### config.mk
export PLATFORM = sky130hd
export DESIGN_NAME = gstdma
export DESIGN_NICKNAME = d
export VERILOG_FILES = /design/src/rtl/gstdma_pkg.sv /design/src/rtl/gstdma_fifo.sv /design/src/rtl/gstdma.sv
export SDC_FILE = /design/constraint.sdc
export NUM_CORES = 1
export LEC_CHECK = 0
export ABC_AREA = 1
export CORE_ASPECT_RATIO = 1.75
export CORE_UTILIZATION = 40
export DETAILED_ROUTE_END_ITERATION = 16
export PLACE_DENSITY = 0.62
export SETUP_SLACK_MARGIN = 0.02
export SLEW_MARGIN = 15
export SYNTH_ARGS = -nofsm -noshare
export SYNTH_HDL_FRONTEND = slang
export SYNTH_HIERARCHICAL = 1
export SYNTH_SLANG_ARGS = --single-unit
### constraint.sdc
create_clock -name clk32 -period 3.5 [get_ports clk32]
set_input_delay 0.7 -clock clk32 [delete_from_list [all_inputs] [get_ports clk32]]
set_output_delay 0.7 -clock clk32 [all_outputs]
set_load 0.005 [all_outputs]
### src/rtl/gstdma_pkg.sv
// Shared definitions for the gstdma floppy/hard-disk DMA controller:
// register bit positions, burst FSM states and FIFO geometry.
package gstdma_pkg;
  localparam int FIFO_WORDS = 16;
  localparam int BURST      = 8;
  localparam int DIR_BIT    = 8;
  localparam int SCREG_BIT  = 4;

  typedef enum logic [1:0] {
    S_IDLE = 2'd0,
    S_REQ  = 2'd1,
    S_XFER = 2'd2
  } state_t;
endpackage

### src/rtl/gstdma_fifo.sv
// Word FIFO between the gstmcu burst side and the device byte side.
// Simultaneous push/pop; clear has priority over both.
module gstdma_fifo #(
  parameter int DEPTH = 16,
  parameter int W     = 16,
  localparam int AW   = $clog2(DEPTH)
) (
  input  logic         clk32,
  input  logic         resb,
  input  logic         i_clr,
  input  logic         i_push,
  input  logic [W-1:0] i_wdata,
  input  logic         i_pop,
  output logic [W-1:0] o_rdata,
  output logic [AW:0]  o_count,
  output logic         o_full,
  output logic         o_empty
);
  localparam logic [AW:0] FULL_CNT = (AW+1)'(DEPTH);

  logic [W-1:0]  r_mem [DEPTH];
  logic [AW-1:0] r_wp, r_rp;
  logic [AW:0]   r_cnt;
  logic          w_push, w_pop;

  assign o_full  = (r_cnt == FULL_CNT);
  assign o_empty = (r_cnt == '0);
  assign w_push  = i_push && !o_full && !i_clr;
  assign w_pop   = i_pop && !o_empty && !i_clr;
  assign o_rdata = r_mem[r_rp];
  assign o_count = r_cnt;

  always_ff @(posedge clk32) begin
    if (w_push) r_mem[r_wp] <= i_wdata;
  end

  always_ff @(posedge clk32) begin
    if (!resb || i_clr) begin
      r_wp  <= '0;
      r_rp  <= '0;
      r_cnt <= '0;
    end else begin
      if (w_push) r_wp <= r_wp + 1'b1;
      if (w_pop)  r_rp <= r_rp + 1'b1;
      // net change keeps the count exact when both sides move together
      r_cnt <= r_cnt + {{AW{1'b0}}, w_push} - {{AW{1'b0}}, w_pop};
    end
  end
endmodule

### src/rtl/gstdma.sv
// Device-side end of the gstmcu DMA handshake: mode/sector-count registers,
// RDY burst FSM, and byte packing between the word FIFO and the FDC/ACSI port.
module gstdma
  import gstdma_pkg::*;
#(
  parameter int FIFO_WORDS = gstdma_pkg::FIFO_WORDS,
  parameter int BURST      = gstdma_pkg::BURST
) (
  input  logic        clk32,
  input  logic        resb,
  input  logic        clk_en,
  input  logic        FCS_N,
  input  logic        RW,
  input  logic        A1,
  input  logic [15:0] DIN,
  output logic [15:0] DOUT,
  output logic        RDY_O,
  input  logic        RDY_I,
  input  logic [7:0]  dev_rx_data,
  input  logic        dev_rx_valid,
  output logic        dev_rx_ready,
  output logic [7:0]  dev_tx_data,
  output logic        dev_tx_valid,
  input  logic        dev_tx_ready
);
  localparam int CW = $clog2(FIFO_WORDS) + 1;
  localparam int BW = $clog2(BURST);
  localparam logic [CW-1:0] C_BURST = CW'(BURST);
  localparam logic [CW-1:0] C_FREE  = CW'(FIFO_WORDS - BURST);
  localparam logic [BW-1:0] C_LAST  = BW'(BURST - 1);

  logic [15:0]   r_mode;
  logic [7:0]    r_sc;
  logic          r_armed;
  state_t        r_state;
  logic          r_rdy_o;
  logic [BW-1:0] r_wcnt;
  logic [4:0]    r_bcnt;
  logic          r_rx_ph;
  logic [7:0]    r_rx_hi;
  logic          r_tx_ph;

  logic          w_dir, w_screg, w_wr, w_mode_wr, w_sc_wr, w_dir_flip;
  logic          w_strobe, w_rx_acc, w_tx_acc, w_go;
  logic          w_push, w_pop, w_full, w_empty;
  logic [15:0]   w_wdata, w_head;
  logic [CW-1:0] w_count;

  assign w_dir      = r_mode[DIR_BIT];
  assign w_screg    = r_mode[SCREG_BIT];
  assign w_wr       = clk_en && !FCS_N && !RW && r_armed;
  assign w_mode_wr  = w_wr && A1;
  assign w_sc_wr    = w_wr && !A1 && w_screg;
  assign w_dir_flip = w_mode_wr && (DIN[DIR_BIT] != w_dir);
  assign w_strobe   = clk_en && !RDY_I && (r_state == S_XFER);
  assign w_rx_acc   = dev_rx_valid && dev_rx_ready;
  assign w_tx_acc   = dev_tx_valid && dev_tx_ready;

  assign w_go = (r_sc != 8'd0) && (w_dir ? (w_count <= C_FREE) : (w_count >= C_BURST));

  // DIR=1: gstmcu fills, device drains; DIR=0 the other way round
  assign w_push  = w_dir ? w_strobe : (w_rx_acc && r_rx_ph);
  assign w_pop   = w_dir ? (w_tx_acc && r_tx_ph) : w_strobe;
  assign w_wdata = w_dir ? DIN : {r_rx_hi, dev_rx_data};

  gstdma_fifo #(.DEPTH(FIFO_WORDS), .W(16)) u_fifo (
    .clk32   (clk32),
    .resb    (resb),
    .i_clr   (w_dir_flip),
    .i_push  (w_push),
    .i_wdata (w_wdata),
    .i_pop   (w_pop),
    .o_rdata (w_head),
    .o_count (w_count),
    .o_full  (w_full),
    .o_empty (w_empty)
  );

  assign RDY_O        = r_rdy_o;
  assign dev_rx_ready = resb && !w_dir && !w_full;
  assign dev_tx_valid = resb && w_dir && !w_empty;
  assign dev_tx_data  = dev_tx_valid ? (r_tx_ph ? w_head[7:0] : w_head[15:8]) : 8'h00;

  always_comb begin
    DOUT = 16'h0000;
    if (!FCS_N && RW) begin
      if (A1)          DOUT = {13'b0, !r_rdy_o, (r_sc != 8'd0), 1'b1};
      else if (w_screg) DOUT = {8'b0, r_sc};
    end else if (!w_dir && (r_state == S_XFER)) begin
      DOUT = w_head;
    end
  end

  always_ff @(posedge clk32) begin
    if (!resb) begin
      r_mode  <= '0;
      r_sc    <= '0;
      r_armed <= 1'b1;
      r_state <= S_IDLE;
      r_rdy_o <= 1'b1;
      r_wcnt  <= '0;
      r_bcnt  <= '0;
      r_rx_ph <= 1'b0;
      r_rx_hi <= '0;
      r_tx_ph <= 1'b0;
    end else begin
      // one write per FCS_N assertion, however long it is held
      if (FCS_N)     r_armed <= 1'b1;
      else if (w_wr) r_armed <= 1'b0;
      if (w_mode_wr) r_mode <= DIN;

      if (w_dir_flip) begin
        r_state <= S_IDLE;
        r_rdy_o <= 1'b1;
        r_wcnt  <= '0;
        r_bcnt  <= '0;
        r_rx_ph <= 1'b0;
        r_tx_ph <= 1'b0;
      end else begin
        case (r_state)
          S_IDLE: if (clk_en && w_go) r_state <= S_REQ;
          S_REQ: if (clk_en) begin
            r_rdy_o <= 1'b0;
            r_state <= S_XFER;
          end
          S_XFER: if (w_strobe) begin
            if (r_wcnt == C_LAST) begin
              r_wcnt  <= '0;
              r_rdy_o <= 1'b1;
              r_state <= S_IDLE;
              r_bcnt  <= r_bcnt + 5'd1;
              // 32 bursts of 8 words = one 512-byte sector
              if (r_bcnt == 5'h1f && r_sc != 8'd0) r_sc <= r_sc - 8'd1;
            end else begin
              r_wcnt <= r_wcnt + 1'b1;
            end
          end
          default: r_state <= S_IDLE;
        endcase
        if (w_rx_acc) begin
          r_rx_ph <= !r_rx_ph;
          if (!r_rx_ph) r_rx_hi <= dev_rx_data;
        end
        if (w_tx_acc) r_tx_ph <= !r_tx_ph;
      end

      if (w_sc_wr) r_sc <= DIN[7:0];
    end
  end
endmodule

# After elaboration in Yosys (flattened, before gate mapping)
# Memories as Yosys holds them, arrays and structs flattened. A register that Yosys moved wholly into a read port is not among the register bits.
# Cells that the tools add are included.
# word_totals
reg_bits,52
ram_bits,256
in_bits,33
wordCells,122
n_memories,1
# memory_table
name,words,width,rd,rd_clocked_by_memory_dff,wr,line_no,text
u_fifo.r_mem,16,16,1,1,1,gstdma_fifo.sv:21,logic [W-1:0] r_mem [DEPTH];
# op_classes
n_addsub,7
order_cmp,2
n_eq_ne,11
n_mux,30
bitwise,3
n_reduce_logical,55
# ops
cell,count
$mux W8,10
$mux W16,3
$logic_and A1 B1 Y1,26
$logic_not A1 Y1,12
$eq A5 B5 Y1 const B,2
$reduce_bool A2 Y1,5
$add A4 B1 Y4 const B,2
$mux W1,8
$mux W2,4
$mux W4,2
$ne A2 B2 Y1 const B,4
$reduce_and A4 Y1,2
$reduce_bool A8 Y1,1
$sub A8 B1 Y8 const B,1
$pmux W2 S3,1
$reduce_and A3 Y1,2
$add A5 B1 Y5,1
$add A5 B1 Y5 const B,1
$ge A5 B4 Y1 const B,1
$le A5 B4 Y1 const B,1
$logic_not A5 Y1,1
$reduce_and A5 Y1,1
$sub A5 B1 Y5,1
$reduce_or A2 Y1,2
12 further kinds,14

# Longest topological paths before layout
# Gate-level depths: netlist of the first run.
# logic_depth
depth_word,10
mapped_depth,19
ltp_nobuf,19

# Modules after synthesis
# Netlist of the first run, hierarchy kept.
# modules_own_cells
module,instances,cells_per_inst,area_each_um2
gstdma_fifo,1,1177,11981.5
gstdma,1,378,2301.0

# Worst setup path after synthesis of the first run
# OpenSTA, ideal clock, no wires.
# synth_path
path_type,input -> register
from,input port RW
to,"register u_fifo.r_cnt[4], in the netlist u_fifo/o_count[4]"
setup_ps,115
arrival_ps,2937
required_ps,3385
path_slack_ps,448
path_stages,18
path_buffers,1
path_cell_list,nor2_2 -> nand4_2 -> nor2_1 -> nand2_2 -> buf_2 -> inv_1 -> inv_1 -> nand3_1 -> inv_1 -> ha_1 -> inv_1 -> ha_1 -> inv_1 -> fa_1 -> inv_1 -> nand3_1 -> a21oi_1 -> nor2_1
# synth_rtl
item,line_no,text
"start, declared",gstdma.sv:13,"input logic RW,"
$logic_not A1 Y1,gstdma.sv:51,assign w_wr = clk_en && !FCS_N && !RW && r_armed;
$logic_and A1 B1 Y1 (2 in a row),gstdma.sv:51,
$logic_and A1 B1 Y1,gstdma.sv:52,assign w_mode_wr = w_wr && A1;
$logic_and A1 B1 Y1,gstdma.sv:54,assign w_dir_flip = w_mode_wr && (DIN[DIR_BIT] != w_dir);
net w_dir_flip,gstdma.sv:43,"logic w_dir, w_screg, w_wr, w_mode_wr, w_sc_wr, w_dir_flip;"
$logic_not A1 Y1,gstdma_fifo.sv:29,assign w_pop = i_pop && !o_empty && !i_clr;
$logic_and A1 B1 Y1,gstdma_fifo.sv:29,
net u_fifo.w_pop,gstdma_fifo.sv:24,"logic w_push, w_pop;"
$sub A5 B1 Y5,gstdma_fifo.sv:46,"r_cnt <= r_cnt + {{AW{1'b0}}, w_push} - {{AW{1'b0}}, w_pop};"
"end signal, assigned",gstdma_fifo.sv:46,
"end, declared",gstdma_fifo.sv:23,logic [AW:0] r_cnt;
# The timed path passes the listed nets, and every way through them passes these cells.
# A chain may end at the register's enable or synchronous reset.

==> results of run 1 <==
==> path summary, 6_finish.rpt <==
path / startpoint / to / slack (ns) / cells after the start
max reg2reg: u_fifo/o_count[2] / u_fifo/o_count[4] / 0.45 / 18
min: r_rx_hi[3] / r_rx_hi[3] / 0.45 / 2
max: flop / dev_tx_data[7] / 0.04 / 9
min reg2reg: r_rx_hi[3] / r_rx_hi[3] / 0.45 / 2
==> logic make-up (layout without fill, tap and decap cells) <==
family | after synthesis | after routing | synth area share, %
compound gates | 86 | 86 | 3.11
xor+xnor | 5 | 5 | 0.307
fa+ha+maj | 17 | 17 | 1.54
buf+inv | 346 | 480 | 10.4
flops | 305 | 305 | 60.7
mux | 1 | 1 | 0.0701
simple gates | 795 | 795 | 23.8
==> repair_timing <==
| item | in CTS | in global routing |
|---|---|---|
| pin swaps | 1 | 5 |
| endpoints found under the setup margin | 24 | 23 |
| gates resized for setup | 13 | 38 |
| setup buffers | 1 | 7 |
| gates cloned | 2 | 8 |
==> tightest hold or removal path: cells and delay by family, from the launching register on <==
kind / cells / cell delay [ns]
flip-flops: 1 / 0.30
buffers and inverters: 1 / 0.06
AO/OA/AOI/OAI: 1 / 0.05
==> cells in the mapped netlist, types with 2 or more instances <==
cell	n	share of area, %
a21oi_1	35	1.2
buf_1	5	0.13
buf_2	16	0.56
buf_4	17	0.89
buf_6	13	1.0
clkbuf_1	13	0.34
dfxtp_1	49	6.9
edfxtp_1	256	54
ha_1	16	1.4
inv_1	275	7.2
inv_2	5	0.13
nand2_1	463	12
nand2_2	2	0.088
nand2_4	2	0.16
nand3_1	224	7.8
nand3b_1	3	0.16
nand4_1	4	0.18
nand4_2	2	0.18
nor2_1	73	1.9
nor2_2	7	0.31
nor2_4	2	0.16
nor3_1	8	0.28
o21ai_0	43	1.5
o21ai_1	2	0.070
xor2_1	4	0.25
==> sequential cells by signal, summed over array words and instances, names as in the netlist, named ones only <==
register	count
u_fifo/r_mem	256
r_mode	2
u_fifo/o_count	5
u_fifo/r_wp	4
u_fifo/r_rp	4
RDY_O	1
r_rx_ph	1
r_bcnt	5
r_armed	1
r_state	2
r_rx_hi	8
r_tx_ph	1
r_sc	8
r_wcnt	3
==> through the flow <==
| stage | area, µm² | setup slack, ns | setup TNS [ns] |
|---|---|---|---|
| after floorplan | 14300 | 0.448 | 0 |
| after global placement | 15700 | 0.119 | 0 |
| after detailed placement | 15700 | 0.101 | 0 |
| after CTS | 16700 | 0.00535 | 0 |
| after global routing | 17100 | -0.0138 | -0.0170 |
| final | 17100 | 0.0389 | 0 |
==> power groups by stage <==
stage / Clock (µW) / Combinational, µW / Sequential (µW)
2_1_floorplan: 0 / 185 / 4100
3_3_place_gp: 0 / 385 / 4100
3_5_place_dp: 0 / 390 / 4100
4_1_cts: 3020 / 394 / 4020
5_1_grt: 3140 / 430 / 4020
6_report: 2970 / 397 / 4020
==> area by class of cell <==
cell class	count	area, µm²
Sequential cell	305	8670
Clock inverter	10	104
Timing Repair Buffer	150	1620
Fill cell	3239	18100
Clock buffer	38	768
Timing Repair inverter	1	8.76
Inverter	281	1070
Multi-Input combinational cell	904	4260
Tap cell	465	582
==> layer usage <==
metal | vias up | share of wire (%) | wire [µm] | global-route usage, %
met5 | - | 0 | 0 | 0
met4 | 0 | 5.0 | 1980 | 11.6
met3 | 91 | 5.0 | 1980 | 1.90
met2 | 363 | 55 | 21900 | 41.6
met1 | 5065 | 35 | 14100 | 23.1
li1 | 5202 | - | - | -
==> flow_summary.json, run 1 <==
{
  "cpLargestDelayFamily": "buffers and inverters",
  "vias": 10700,
  "slowest_stage": "clkdlybuf4s50_1",
  "path_cells": "inv_1, buf_4, nand3_1, nand2_2, inv_1, o21ai_0, nand2_1, inv_1, clkdlybuf4s50_1",
  "wl_per_cell_um": 18.5,
  "routed_wirelength_mm": 39.9,
  "power_switching_uw": 1580,
  "rows": 91,
  "slew_headroom_pct": 37.2,
  "powerDensity_mw_per_mm2": 432,
  "tightest_slew_ns": 0.942,
  "fin_cells": 2154,
  "post-route-util_pct": 48.6,
  "pin_count": 60,
  "dieArea_mm2": 0.0365,
  "critPathArrivalTime_ns": 2.76,
  "status": "completed",
  "cts.clk_slew.worst_paths_ns": 0.07,
  "antenna_found_initial": 0,
  "numClockSinks": 305,
  "critPathMostFrequentCell": "inv_1",
  "worstPathMaxFanout": 11,
  "cts_hold_buf": 0,
  "diodes": 0,
  "start_util_pct": 40.6,
  "p_comb_share_pct": 5.4,
  "chipHeight_um": 252,
  "layout_common_cells": "nand2_1, inv_1, edfxtp_1, nand3_1, buf_4",
  "synthArstFlopShare_pct": 0,
  "grt.total_usage_pct": 21.8,
  "synth_nets": 1605,
  "drtPass1Iterations": 5,
  "total_power_uw": 7390,
  "yosys_most_used_dff": "edfxtp_1",
  "power_frac_seq_pct": 54.4,
  "drv_slew": 0,
  "hold_viol": 0,
  "synth_cell_types": 41,
  "cts_tree": "yes",
  "finalCriticalPeriod_ns": 3.46,
  "syn-cell-area_mm2": 0.0143,
  "p_clk_share_pct": 40.2,
  "avgSynthCellArea_um2": 9.18,
  "sw_frac_of_total_pct": 21.3,
  "fin_hold_ws_ns": 0.451,
  "syn_to_final_growth_pct": 19.6,
  "seq_area_frac_synth_pct": 60.7,
  "cts_root_buf": "clkbuf_16",
  "drive_gt1_share_pct": 11.8,
  "ir_drop_mv": 0.385,
  "layout_commonest_cell": "nand2_1",
  "path_buf_inv": 5,
  "p_int_uw": 5810,
  "holdCritPathClass": "reg2reg",
  "rsz0062_at_grt": "yes",
  "leakage_uw": 0.00737,
  "io_buffers": 59,
  "required_ns": 2.80,
  "cts_buffers": 26,
  "fin_crit_sh_pct": 98.9,
  "via_per_inst": 4.98,
  "critPathCaptureType": "primary output",
  "ant_nets": 0,
  "slowest_delay_ns": 0.49,
  "synth-seq-cells": 305,
  "grt_max_degree": 65,
  "insertion_delay_ns": 0.55,
  "synth_cells": 1555,
  "dp_cells": 2088,
  "clockBufferDepth": 3,
  "skew_ns": 0.0148,
  "place_hpwl_mm": 24.6,
  "path_class": "reg2out",
  "grt.overflow.total": 0,
  "grt_pass1_wl_mm": 58.7,
  "synth-edff-count": 256,
  "drc_errors": 0,
  "startpoint_type": "flop",
  "maxCapViolCount": 0,
  "drtIter0Drc": 877,
  "setup_violations": 0,
  "cts_max_level": 1,
  "grt_pass1_vias": 10500,
  "die_w_um": 145,
  "globalplace.congestion": 0.857,
  "coreArea_mm2": 0.0352,
  "fin_nets": 1719,
  "yosysWarnings": 6,
  "fmax_mhz": 289
}
Power figures use the tool's default switching activity.
==> inputs of run 2 (changes only) <==
Settings changed: SLEW_MARGIN 15 to 10.
==> results of run 2 <==
Same layout as run 1: the final DEF is identical, and so are final timing and power.
